[src/rtl/ring_buffer_ctrl.sv]
// Ring buffer sequencing controller for the convolution input path.
// Takes a transfer of num_sets sets from the loader, gates the buffer
// write/read enables, prefills the buffer before it starts streaming, and
// hands sets to the PE array over a valid/ready handshake. Only control
// signals pass through this block; din/dout bypass it.
module ring_buffer_ctrl #(
  parameter int BUFFER_SIZE = 4,
  parameter int PREFILL     = 2,
  parameter int CNT_WIDTH   = 16
) (
  input  logic                 clk,
  input  logic                 rst,
  input  logic                 start,
  input  logic [CNT_WIDTH-1:0] num_sets,
  output logic                 busy,
  output logic                 done,
  input  logic                 in_valid,
  output logic                 in_ready,
  output logic                 buf_wen,
  output logic                 buf_ren,
  input  logic                 buf_full,
  input  logic                 buf_empty,
  output logic                 out_valid,
  input  logic                 out_ready,
  output logic                 out_last,
  output logic [CNT_WIDTH-1:0] level
);

  // The buffer keeps one slot free, so the prefill can never exceed its
  // usable capacity.
  localparam int CAPACITY = BUFFER_SIZE - 1;
  localparam int PF_CAP   = (PREFILL < CAPACITY) ? PREFILL : CAPACITY;
  localparam logic [CNT_WIDTH-1:0] PF_LIM = CNT_WIDTH'(PF_CAP);

  typedef enum logic [2:0] {
    S_IDLE,
    S_FILL,
    S_STREAM,
    S_DRAIN,
    S_DONE
  } state_t;

  state_t               r_state;
  state_t               w_next_state;
  logic [CNT_WIDTH-1:0] r_total;
  logic [CNT_WIDTH-1:0] r_wr_cnt;
  logic [CNT_WIDTH-1:0] r_rd_cnt;
  logic                 r_out_valid;

  logic                 w_start_ok;
  logic                 w_in_ready;
  logic                 w_wen;
  logic                 w_ren;
  logic                 w_hs;
  logic [CNT_WIDTH-1:0] w_prefill;
  logic [CNT_WIDTH-1:0] w_wr_next;

  // Enables and handshake, decoded straight from state and buffer flags.
  // An asynchronous reset forces r_state to IDLE, which drives all of these low.
  assign w_start_ok = (r_state == S_IDLE) && start;
  assign w_in_ready = ((r_state == S_FILL) || (r_state == S_STREAM)) &&
                      !buf_full && (r_wr_cnt < r_total);
  assign w_wen      = in_valid && w_in_ready;
  // A pop while the PE holds off would overwrite dout, so a pending set
  // must be consumed (or consumed in this same cycle) before the next pop.
  assign w_ren      = ((r_state == S_STREAM) || (r_state == S_DRAIN)) &&
                      !buf_empty && (r_rd_cnt < r_total) &&
                      (!r_out_valid || out_ready);
  assign w_hs       = r_out_valid && out_ready;
  assign w_prefill  = (r_total < PF_LIM) ? r_total : PF_LIM;
  assign w_wr_next  = r_wr_cnt + {{(CNT_WIDTH-1){1'b0}}, w_wen};

  assign in_ready  = w_in_ready;
  assign buf_wen   = w_wen;
  assign buf_ren   = w_ren;
  assign out_valid = r_out_valid;
  // Sets are popped in order, so the set on dout is number r_rd_cnt.
  assign out_last  = r_out_valid && (r_rd_cnt == r_total);
  assign busy      = (r_state == S_FILL) || (r_state == S_STREAM) ||
                     (r_state == S_DRAIN);
  assign done      = (r_state == S_DONE);
  assign level     = r_wr_cnt - r_rd_cnt;

  // State register.
  always_ff @(posedge clk or posedge rst) begin
    // NOTE: registers take non-blocking assignments so every flop samples
    // pre-edge values regardless of the order in which blocks are evaluated.
    if (rst) r_state <= S_IDLE;
    else     r_state <= w_next_state;
  end

  // Next-state decode.
  always_comb begin
    // NOTE: the default comes first so that a path missing an assignment
    // holds the current state instead of inferring a latch.
    w_next_state = r_state;
    unique case (r_state)
      S_IDLE:   if (start) w_next_state = (num_sets == '0) ? S_DONE : S_FILL;
      S_FILL:   if (w_wr_next >= w_prefill) w_next_state = S_STREAM;
      S_STREAM: if (r_wr_cnt == r_total) w_next_state = S_DRAIN;
      S_DRAIN:  if ((r_rd_cnt == r_total) && w_hs) w_next_state = S_DONE;
      S_DONE:   w_next_state = S_IDLE;
      default:  w_next_state = S_IDLE;
    endcase
  end

  // Transfer length and the write/read set counters.
  always_ff @(posedge clk or posedge rst) begin
    if (rst) begin
      r_total  <= '0;
      r_wr_cnt <= '0;
      r_rd_cnt <= '0;
    end else if (w_start_ok) begin
      r_total  <= num_sets;
      r_wr_cnt <= '0;
      r_rd_cnt <= '0;
    end else begin
      if (w_wen) r_wr_cnt <= w_wr_next;
      if (w_ren) r_rd_cnt <= r_rd_cnt + 1'b1;
    end
  end

  // out_valid follows the pop by one cycle, matching the buffer's dout
  // latency. It stays set across a handshake that coincides with a new pop.
  always_ff @(posedge clk or posedge rst) begin
    if (rst)        r_out_valid <= 1'b0;
    else if (w_ren) r_out_valid <= 1'b1;
    else if (w_hs)  r_out_valid <= 1'b0;
  end

endmodule
[config.mk]
export PLATFORM = sky130hd
export DESIGN_NAME = ring_buffer_ctrl
export DESIGN_NICKNAME = d
export VERILOG_FILES = /design/src/rtl/ring_buffer_ctrl.sv
export SDC_FILE = /design/constraint.sdc
export NUM_CORES = 1
export LEC_CHECK = 0
export CAP_MARGIN = 20
export CELL_PAD_IN_SITES_DETAIL_PLACEMENT = 0
export CELL_PAD_IN_SITES_GLOBAL_PLACEMENT = 1
export CORE_AREA = 2 2 127 129
export DETAILED_ROUTE_END_ITERATION = 10
export DIE_AREA = 0 0 129 131
export GPL_ROUTABILITY_DRIVEN = 0
export PLACE_DENSITY = 0.64
export SYNTH_ARGS = -nofsm -noshare
export SYNTH_HDL_FRONTEND = slang
export SYNTH_SLANG_ARGS = --single-unit
[constraint.sdc]
create_clock -name clk -period 6.1 [get_ports clk]
set_input_delay 1.22 -clock clk [delete_from_list [all_inputs] [get_ports clk]]
set_output_delay 1.22 -clock clk [all_outputs]
set_load 0.01 [all_outputs]
# Yosys cells after proc, flatten, opt, wreduce, memory -nomap -nowiden
# Index checks and enable logic that the tools add are counted.
[word_totals]
register_bits = 52
latchBits = 0
mem_bits_rw = 0
rom_bits = 0
inputBits = 23
out_inout_bits = 23
elab_cells = 58
memories = 0
[classes]
add_sub_neg = 3
n_mul = 0
n_div = 0
n_lt_le_gt_ge = 4
n_eq_ne = 10
n_shift = 0
n_mux = 13
bitwise_logic = 0
reduce_logical = 23
[op_table]
columns = ["cell", "n"]
rows = [
  ["$mux 16", 5],
  ["$eq 16x16->1", 2],
  ["$lt 16x16->1", 2],
  ["$add 16x1->16", 1],
  ["$add 16x1->16 const B", 1],
  ["$ge 16x16->1", 1],
  ["$logic_not 16->1", 1],
  ["$lt 16x2->1 const B", 1],
  ["$sub 16x16->16", 1],
  ["$mux 3", 5],
  ["$pmux 3 s4", 1],
  ["$logic_and 1x1->1", 10],
  ["$eq 3x2->1 const B", 2],
  ["$ne 2x1->1 const B", 3],
  ["$reduce_bool 2->1", 3],
  ["$logic_or 1x1->1", 4],
  ["$reduce_and 4->1", 1],
  ["$eq 3x1->1 const B", 1],
  ["$eq 3x3->1 const B", 1],
  ["$logic_not 1->1", 3],
  ["$logic_not 3->1", 1],
  ["$mux 1", 2],
  ["$ne 2x2->1 const B", 1],
]

# Longest topological paths before layout
# Gate-level depths: netlist (run 1).
[depth]
word_depth = 9
mapped_depth = 20
mapped_depth_nobuf = 19

# Worst setup path before layout (run 1)
# OpenSTA, ideal clock, no wires.
[synth_path]
path_type = "input port to flip-flop"
start = "in buf_full"
end = "reg r_state[1]"
setup_time_ns = 0.119
arrival_time_ns = 4.853
required_time_ns = 5.981
setup_slack_ns = 1.128
path_stages = 17
n_path_buf = 1
cell_sequence = "nor4_1 -> o21ai_0 -> or4b_2 -> buf_2 -> inv_1 -> ha_1 -> ha_1 -> and3_1 -> nand3_1 -> or3_1 -> or2_2 -> nand2_1 -> ha_1 -> nor2b_1 -> o21ai_0 -> o211ai_1 -> a21bo_2"
[synth_between]
elab_chain_cells = 8
[synth_rtl]
columns = ["item", "line", "text"]
rows = [
  ["from (decl)", "21", "input logic buf_full,"],
  ["$logic_not 1->1", "62", "!buf_full && (r_wr_cnt < r_total);"],
  ["$logic_and 1x1->1", "61", "assign w_in_ready = ((r_state == S_FILL) || (r_state == S_STREAM)) &&"],
  ["$logic_and 1x1->1", "62", ""],
  ["$logic_and 1x1->1", "63", "assign w_wen = in_valid && w_in_ready;"],
  ["named net buf_wen", "19", "output logic buf_wen,"],
  ["$add 16x1->16", "71", "assign w_wr_next = r_wr_cnt + {{(CNT_WIDTH-1){1'b0}}, w_wen};"],
  ["$ge 16x16->1", "99", "S_FILL: if (w_wr_next >= w_prefill) w_next_state = S_STREAM;"],
  ["$ne 2x1->1 (no source line)", "--", ""],
  ["$reduce_and 4->1 (no source line)", "--", ""],
  ["to (signal assigned)", "89", "else r_state <= w_next_state;"],
  ["to (decl)", "43", "state_t r_state;"],
]
# The timed path passes the listed nets, and every way through them passes these cells.
# A chain may end at the register's enable or synchronous reset.

# Worst setup path in the final report (run 1)
[layout_path]
start = "in buf_full"
end = "reg r_state[1]"
[layout_between]
elab_chain_cells = 8
[layout_rtl]
columns = ["item", "line"]
rows = [
  ["$logic_not 1->1", "62"],
  ["$logic_and 1x1->1", "61"],
  ["$logic_and 1x1->1", "62"],
  ["$logic_and 1x1->1", "63"],
  ["$add 16x1->16", "71"],
  ["$ge 16x16->1", "99"],
  ["$ne 2x1->1 (no source line)", "--"],
  ["$reduce_and 4->1 (no source line)", "--"],
]
# Every way passes these cells.

==> out/results.txt, run 1 <==
startpoint types: primary input
met3 Track Usage GR: 2.24%
first-pass GRT wire length: 22300 um
total power: 0.00222 W
vias per inst: 5.21
Resized Gates After CTS: 0
Max Fclk: 187 MHz
clock power share: 14.6%
GR Util met1: 23.5%
Crit Path Category: in2reg
fin crit period: 5.36 ns
Seq cells post-synth: 52
Worst Setup End Kind: register
Clock Tree Root: clkbuf_16
commonest non-fill, non-tap cell in the layout: ha_1
Detailed Place HPWL: 11000 um
cells on worst reg2reg path: 18
antenna diode count: 0
CP Max Fanout: 7
top cells by area, synth: dfrtp_1 28%, ha_1 18%, a21oi_1 4.4%
Sw Pwr: 0.000937 W
switching share of power: 42.3%
Worst Tran Pin Value: 0.913 ns
most frequent cells in the layout: 66 x ha_1, 52 x dfrtp_1, 51 x nand2_1, 45 x clkdlybuf4s50_1, 40 x a21oi_1
critical path launch point: buf_full
dpl cells: 801
MaxCap Viol Count: 0
RSZ-0062 raised after global routing: no
EDFF count, synth: 0
fin crit share: 87.9%
standby leakage power: 2.49 nW
CORE AREA: 15600 um2
post-route setup TNS: 0 ns
Sequential cell area: 1300 um2
row count: 46
Tot GR Track Use: 17.2%
register area share after synthesis: 28.5%
latest clock arrival within the worst-skew pair: 0.30 ns
worst setup path end: r_state[1]
clock buffer depth: 2
drt drc: 0
postcts setup bufs: 0
gr busiest metal: met2
setup slack, reg-to-reg: 1.22 ns
DRT Wirelength: 14000 um
PD cells: 406 nW/um2
multi-input logic area: 3100 um2
pin count of the biggest net entering global routing: 53
r2r startpoint: r_wr_cnt[1]
relative slew slack: 37.6%
cts-stage hold buffer count: 0
TritonCTS clock tree: done
Logic pwr share: 61.3%
Final Non-Filler Cells: 809
share of cells above drive strength 1: 4.72%
most common flop cell mapped by yosys: dfrtp_1
Post-DRT Antenna Nets: 0
area leader, netlist: dfrtp_1
Clock Skews: 0.00933 ns
Worst VDD drop: 0.251 mV
H-tree Lvls: 2
area of the mapped netlist: 4570 um2
Die Width: 129 um
antenna violations before repair: 0
PortBufs: 45
synth warn: 0
asr flop ratio synth: 100%
Initial Util: 29.3%
share of the synthesized area in the top cell type: 28.5%
fillcell total: 1636
die area: 16900 um2
met2 Track Usage GR: 28.9%
Die Height: 131 um
IO Pins: 46
First DRT Iteration DRCs: 256
Final nets: 682
Req. time, crit path: 6.29 ns
max-slew violations: 0
Reg clk slew, reported paths: 0.07 ns
total CTS buffers: 5
Reg-to-Reg End: r_state[1]
sequential power share: 24.1%
drt wl/cell: 17.3 um
routed vias: 4216
hold crit path type: reg2reg
Clock Sinks: 52
status: complete, no violations
1st-pass router iterations: 4
Synth cell types: 56
area delta synth->final: 19.6%
Worst Path Arrival: 5.55 ns
Setup Viol. Count Final: 0
vias in the first global route: 4134
Int Pwr: 0.00128 W
Cells after Synth: 539
global route total overflow: 0
syn avg cell area: 8.47 um2
Hold Vio Cnt, Final: 0
==> through the flow <==
stage / hold WS [ns] / setup slack, ns / util (%) / area, um2
global placement: 0.531 / 0.567 / 34.0 / 5300
floorplan: 0.494 / 1.13 / - / 4620
detailed placement: 0.560 / 0.456 / 34.0 / 5300
CTS: 0.573 / 0.764 / 35.0 / 5460
global route: 0.607 / 0.444 / 35.0 / 5460
finish: 0.571 / 0.740 / 35.0 / 5460
==> cell type report <==
| type | count | area share [%] |
|---|---|---|
| Tap cell | 216 | 4.95 |
| Sequential cell | 52 | 23.8 |
| Inverter | 40 | 2.75 |
| Timing Repair Buffer | 49 | 8.79 |
| Multi-Input combinational cell | 444 | 56.7 |
| Clock buffer | 6 | 2.36 |
| Clock inverter | 2 | 0.641 |
==> worst max-delay path, cell delays in order <==
cell             delay, ns
clkdlybuf4s50_1       0.42
nor4_1                0.30
o21ai_0               0.18
or4b_2                0.67
inv_1                 0.25
ha_1                  0.24
ha_1                  0.17
and3_1                0.22
nand3_1               0.20
or3_1                 0.41
or2_2                 0.29
nand2_1               0.07
ha_1                  0.23
nor2b_1               0.12
o21ai_0               0.16
o211ai_1              0.14
a21bo_2               0.23
==> cell usage after synthesis, types with 2 or more instances <==
| master | n |
|---|---|
| or4b_2 | 2 |
| o31ai_1 | 9 |
| xor2_1 | 7 |
| o21ai_0 | 32 |
| and2_1 | 4 |
| nor2b_1 | 7 |
| o211ai_1 | 3 |
| a21o_1 | 13 |
| nor3_1 | 9 |
| a21bo_2 | 2 |
| o21a_1 | 12 |
| nor2_1 | 20 |
| or4_1 | 6 |
| clkbuf_1 | 11 |
| a211oi_1 | 3 |
| a31oi_1 | 3 |
| o41ai_1 | 5 |
| a21oi_1 | 40 |
| and3_1 | 13 |
| a2111oi_0 | 2 |
| nand2b_1 | 8 |
| and4_1 | 3 |
| buf_2 | 3 |
| nor4_1 | 10 |
| or3_1 | 5 |
| inv_1 | 40 |
| nand4b_1 | 4 |
| nand4_1 | 18 |
| nand3_1 | 26 |
| ha_1 | 66 |
| a211o_1 | 3 |
| or2_2 | 4 |
| mux2_2 | 3 |
| xnor2_1 | 16 |
| dfrtp_1 | 52 |
| nand3b_1 | 3 |
| nor4b_1 | 3 |
| nand2_1 | 51 |
==> state kept, by name (all words and copies together) (netlist names) <==
register / count
r_state: 3
r_rd_cnt: 16
out_valid: 1
r_total: 16
r_wr_cnt: 16
==> logic make-up (layout without fill, tap and decap cells) <==
kind of cell	after synthesis	after routing	synth area share, %
simple gates	200	200	23.7
buf+inv	56	97	4.88
compound gates	137	137	19.2
xor+xnor	23	23	4.41
mux	3	3	0.740
other cells	1	14	0.0821
flops	52	52	28.5
fa+ha+maj	67	67	18.5
==> power by group through the flow <==
stage / Clock (W) / Sequential, W / Combinational, W
floorplan: 0 / 0.000489 / 0.000833
global placement: 0 / 0.000539 / 0.00136
detailed placement: 0 / 0.000539 / 0.00137
CTS: 0.000332 / 0.000535 / 0.00138
global route: 0.000344 / 0.000547 / 0.00152
finish: 0.000324 / 0.000534 / 0.00136
==> per-layer routing <==
layer  vias up  wire, um
li1       2080         -
met1      2048      6480
met2        74      6650
met3        14       642
met4         0       201
met5         -         0
==> how the worst min path moves through the flow <==
stage                 start           end  cells past startpoint
2_1_floorplan    r_total[0]    r_total[0]                      2
3_3_place_gp    r_wr_cnt[0]   r_wr_cnt[0]                      2
3_5_place_dp   r_rd_cnt[13]  r_rd_cnt[13]                      2
4_1_cts        r_rd_cnt[13]  r_rd_cnt[13]                      2
5_1_grt        r_rd_cnt[11]  r_rd_cnt[11]                      2
6_report        r_rd_cnt[4]   r_rd_cnt[4]                      2
Note: power is estimated with default switching activity, not from simulation.
==> inputs of run 2 (changes only) <==
Settings changed: CTS_CLUSTER_DIAMETER set to 80.
==> results of run 2 <==
The final DEF is identical to that of run 1; final timing and power are the same.
==> inputs of run 3 (changes only) <==
Settings changed: CORE_AREA 2 2 127 129 to 10 10 135 137, CTS_CLUSTER_DIAMETER 80 to 150, DIE_AREA 0 0 129 131 to 0 0 145 147.
==> out/results.txt, run 3 (same netlist as run 1, synthesis figures left out) <==
CORE AREA: 15600 um2
post-route setup TNS: 0 ns
drt wl/cell: 17.6 um
Post-Route Utilization: 35.1%
RSZ-0062 raised after global routing: no
drt drc: 0
Crit path depth: 17
PortBufs: 45
routed vias: 4135
Clock Tree Root: clkbuf_16
H-tree Lvls: 2
Worst Setup End Kind: register
area delta synth->final: 19.8%
Crit Path Category: in2reg
pin count of the biggest net entering global routing: 53
most frequent CP cell: ha_1
Setup Viol. Count Final: 0
postcts setup bufs: 0
cells on worst reg2reg path: 18
hold crit path type: reg2reg
fin crit share: 87.1%
Resized Gates After CTS: 0
Final nets: 682
critical path's top delay family: simple AND/OR/NAND/NOR gates
most frequent cells in the layout: 66 x ha_1, 52 x dfrtp_1, 51 x nand2_1, 45 x clkdlybuf4s50_1, 40 x a21oi_1
status: complete, no violations
fin crit period: 5.31 ns
cts-stage hold buffer count: 0
share of cells above drive strength 1: 4.89%
Top Registers: r_rd_cnt (16), r_total (16), r_wr_cnt (16)
clock buffer depth: 2
max-slew violations: 0
Detailed Place HPWL: 11300 um
peak per-stage delay on the critical path: 0.67 ns
latest clock arrival within the worst-skew pair: 0.31 ns
die area: 21300 um2
Clock Skews: 0.0118 ns
Worst Path Arrival: 5.50 ns
Post-DRT Antenna Nets: 0
startpoint types: primary input
Slowest-stage cell, CP: or4b_2
worst slack, placed: 0.485 ns
First DRT Iteration DRCs: 229
Max Fclk: 188 MHz
multi-input logic area: 3100 um2
Req. time, crit path: 6.29 ns
first-pass GRT wire length: 23200 um
antenna violations before repair: 0
commonest non-fill, non-tap cell in the layout: ha_1
standby leakage power: 2.49 nW
relative slew slack: 33.7%
total CTS buffers: 5
DRT Wirelength: 14300 um
Worst Path Buf+Inv: 2
vias in the first global route: 4236
setup slack, reg-to-reg: 1.10 ns
IO Pins: 46
antenna diode count: 0
1st-pass router iterations: 4
PD cells: 410 nW/um2
Die Width: 145 um
Worst VDD drop: 0.291 mV
CP Max Fanout: 7
Initial Util: 29.3%
final worst setup slack: 0.790 ns
Hold Path Depth: 2
Tot GR Track Use: 13.5%
Sequential cell area: 1300 um2
TritonCTS clock tree: done
vias per inst: 5.11
Clock Sinks: 52
Reg clk slew, reported paths: 0.08 ns
MaxCap Viol Count: 0
Cell Chain, Critical Path: clkdlybuf4s50_1, nor4_1, o21ai_0, or4b_2, inv_1, ha_1, ha_1, and3_1, nand3_1, or3_1, or2_2, nand2_1, ha_1, nor2b_1, o21ai_0, o211ai_1, a21bo_2
row count: 46
global route total overflow: 0
Die Height: 147 um
Hold WS: 0.560 ns
Hold Vio Cnt, Final: 0
fillcell total: 1610
Worst Tran Pin Value: 0.969 ns
-- run 3: cell count changes in the layout (fill, tap and decap cells not counted), sizes merged --
cell and delta:
clkinvlp +1, clkbuf -1, clkinv -1, inv +1
-- run 3: layout make-up --
| class | count | area share, % |
|---|---|---|
| repair buffers | 49 | 8.78 |
| clock inverters | 3 | 0.846 |
| multi-input cells | 444 | 56.6 |
| clock buffers | 5 | 2.29 |
| well taps | 216 | 4.94 |
| flip-flops and latches | 52 | 23.8 |
| inverters | 40 | 2.74 |
-- run 3: final timing paths --
path	to	startpoint
max in group asynchronous	r_total[7]	rst
worst max-delay path	r_state[1]	buf_full
worst min-delay path	r_wr_cnt[0]	r_wr_cnt[0]
min in group asynchronous	r_state[2]	rst
worst min register to register	r_wr_cnt[0]	r_wr_cnt[0]
worst max register to register	r_state[1]	r_wr_cnt[1]
-- run 3: power by group --
group          internal (W)  total, W  leakage, nW  switching (W)
sequential         0.000432  0.000531        0.686      0.0000994
combinational      0.000654   0.00137         1.73       0.000720
clock              0.000195  0.000337       0.0804       0.000142
-- run 3: stage by stage --
| stage | instances | power [W] | cell area (um2) |
|---|---|---|---|
| detailed placement | 801 | 0.00193 | 5300 |
| CTS | 809 | 0.00228 | 5470 |
| floorplan | 552 | 0.00132 | 4620 |
| global route | 809 | 0.00244 | 5470 |
| finish | 809 | 0.00224 | 5470 |
| global placement | 801 | 0.00191 | 5300 |
-- run 3: worst reg2reg max path, cell delays in order, from the launching register on --
cell	delay [ns]
dfrtp_1	0.57
ha_1	0.32
nor2b_1	0.13
o211ai_1	0.15
a2111oi_0	0.21
or4b_2	0.67
inv_1	0.26
ha_1	0.26
ha_1	0.20
and3_1	0.23
nand3_1	0.20
or3_1	0.41
or2_2	0.29
nand2_1	0.08
ha_1	0.23
nor2b_1	0.13
o21ai_0	0.17
o211ai_1	0.13
a21bo_2	0.24
-- run 3: layer usage --
metal	track usage, %	wire, um	vias up
met4	2.86	161	0
li1	-	-	2079
met2	23.0	6940	55
met1	17.4	6750	1989
met3	2.21	415	12
met5	0	0	-
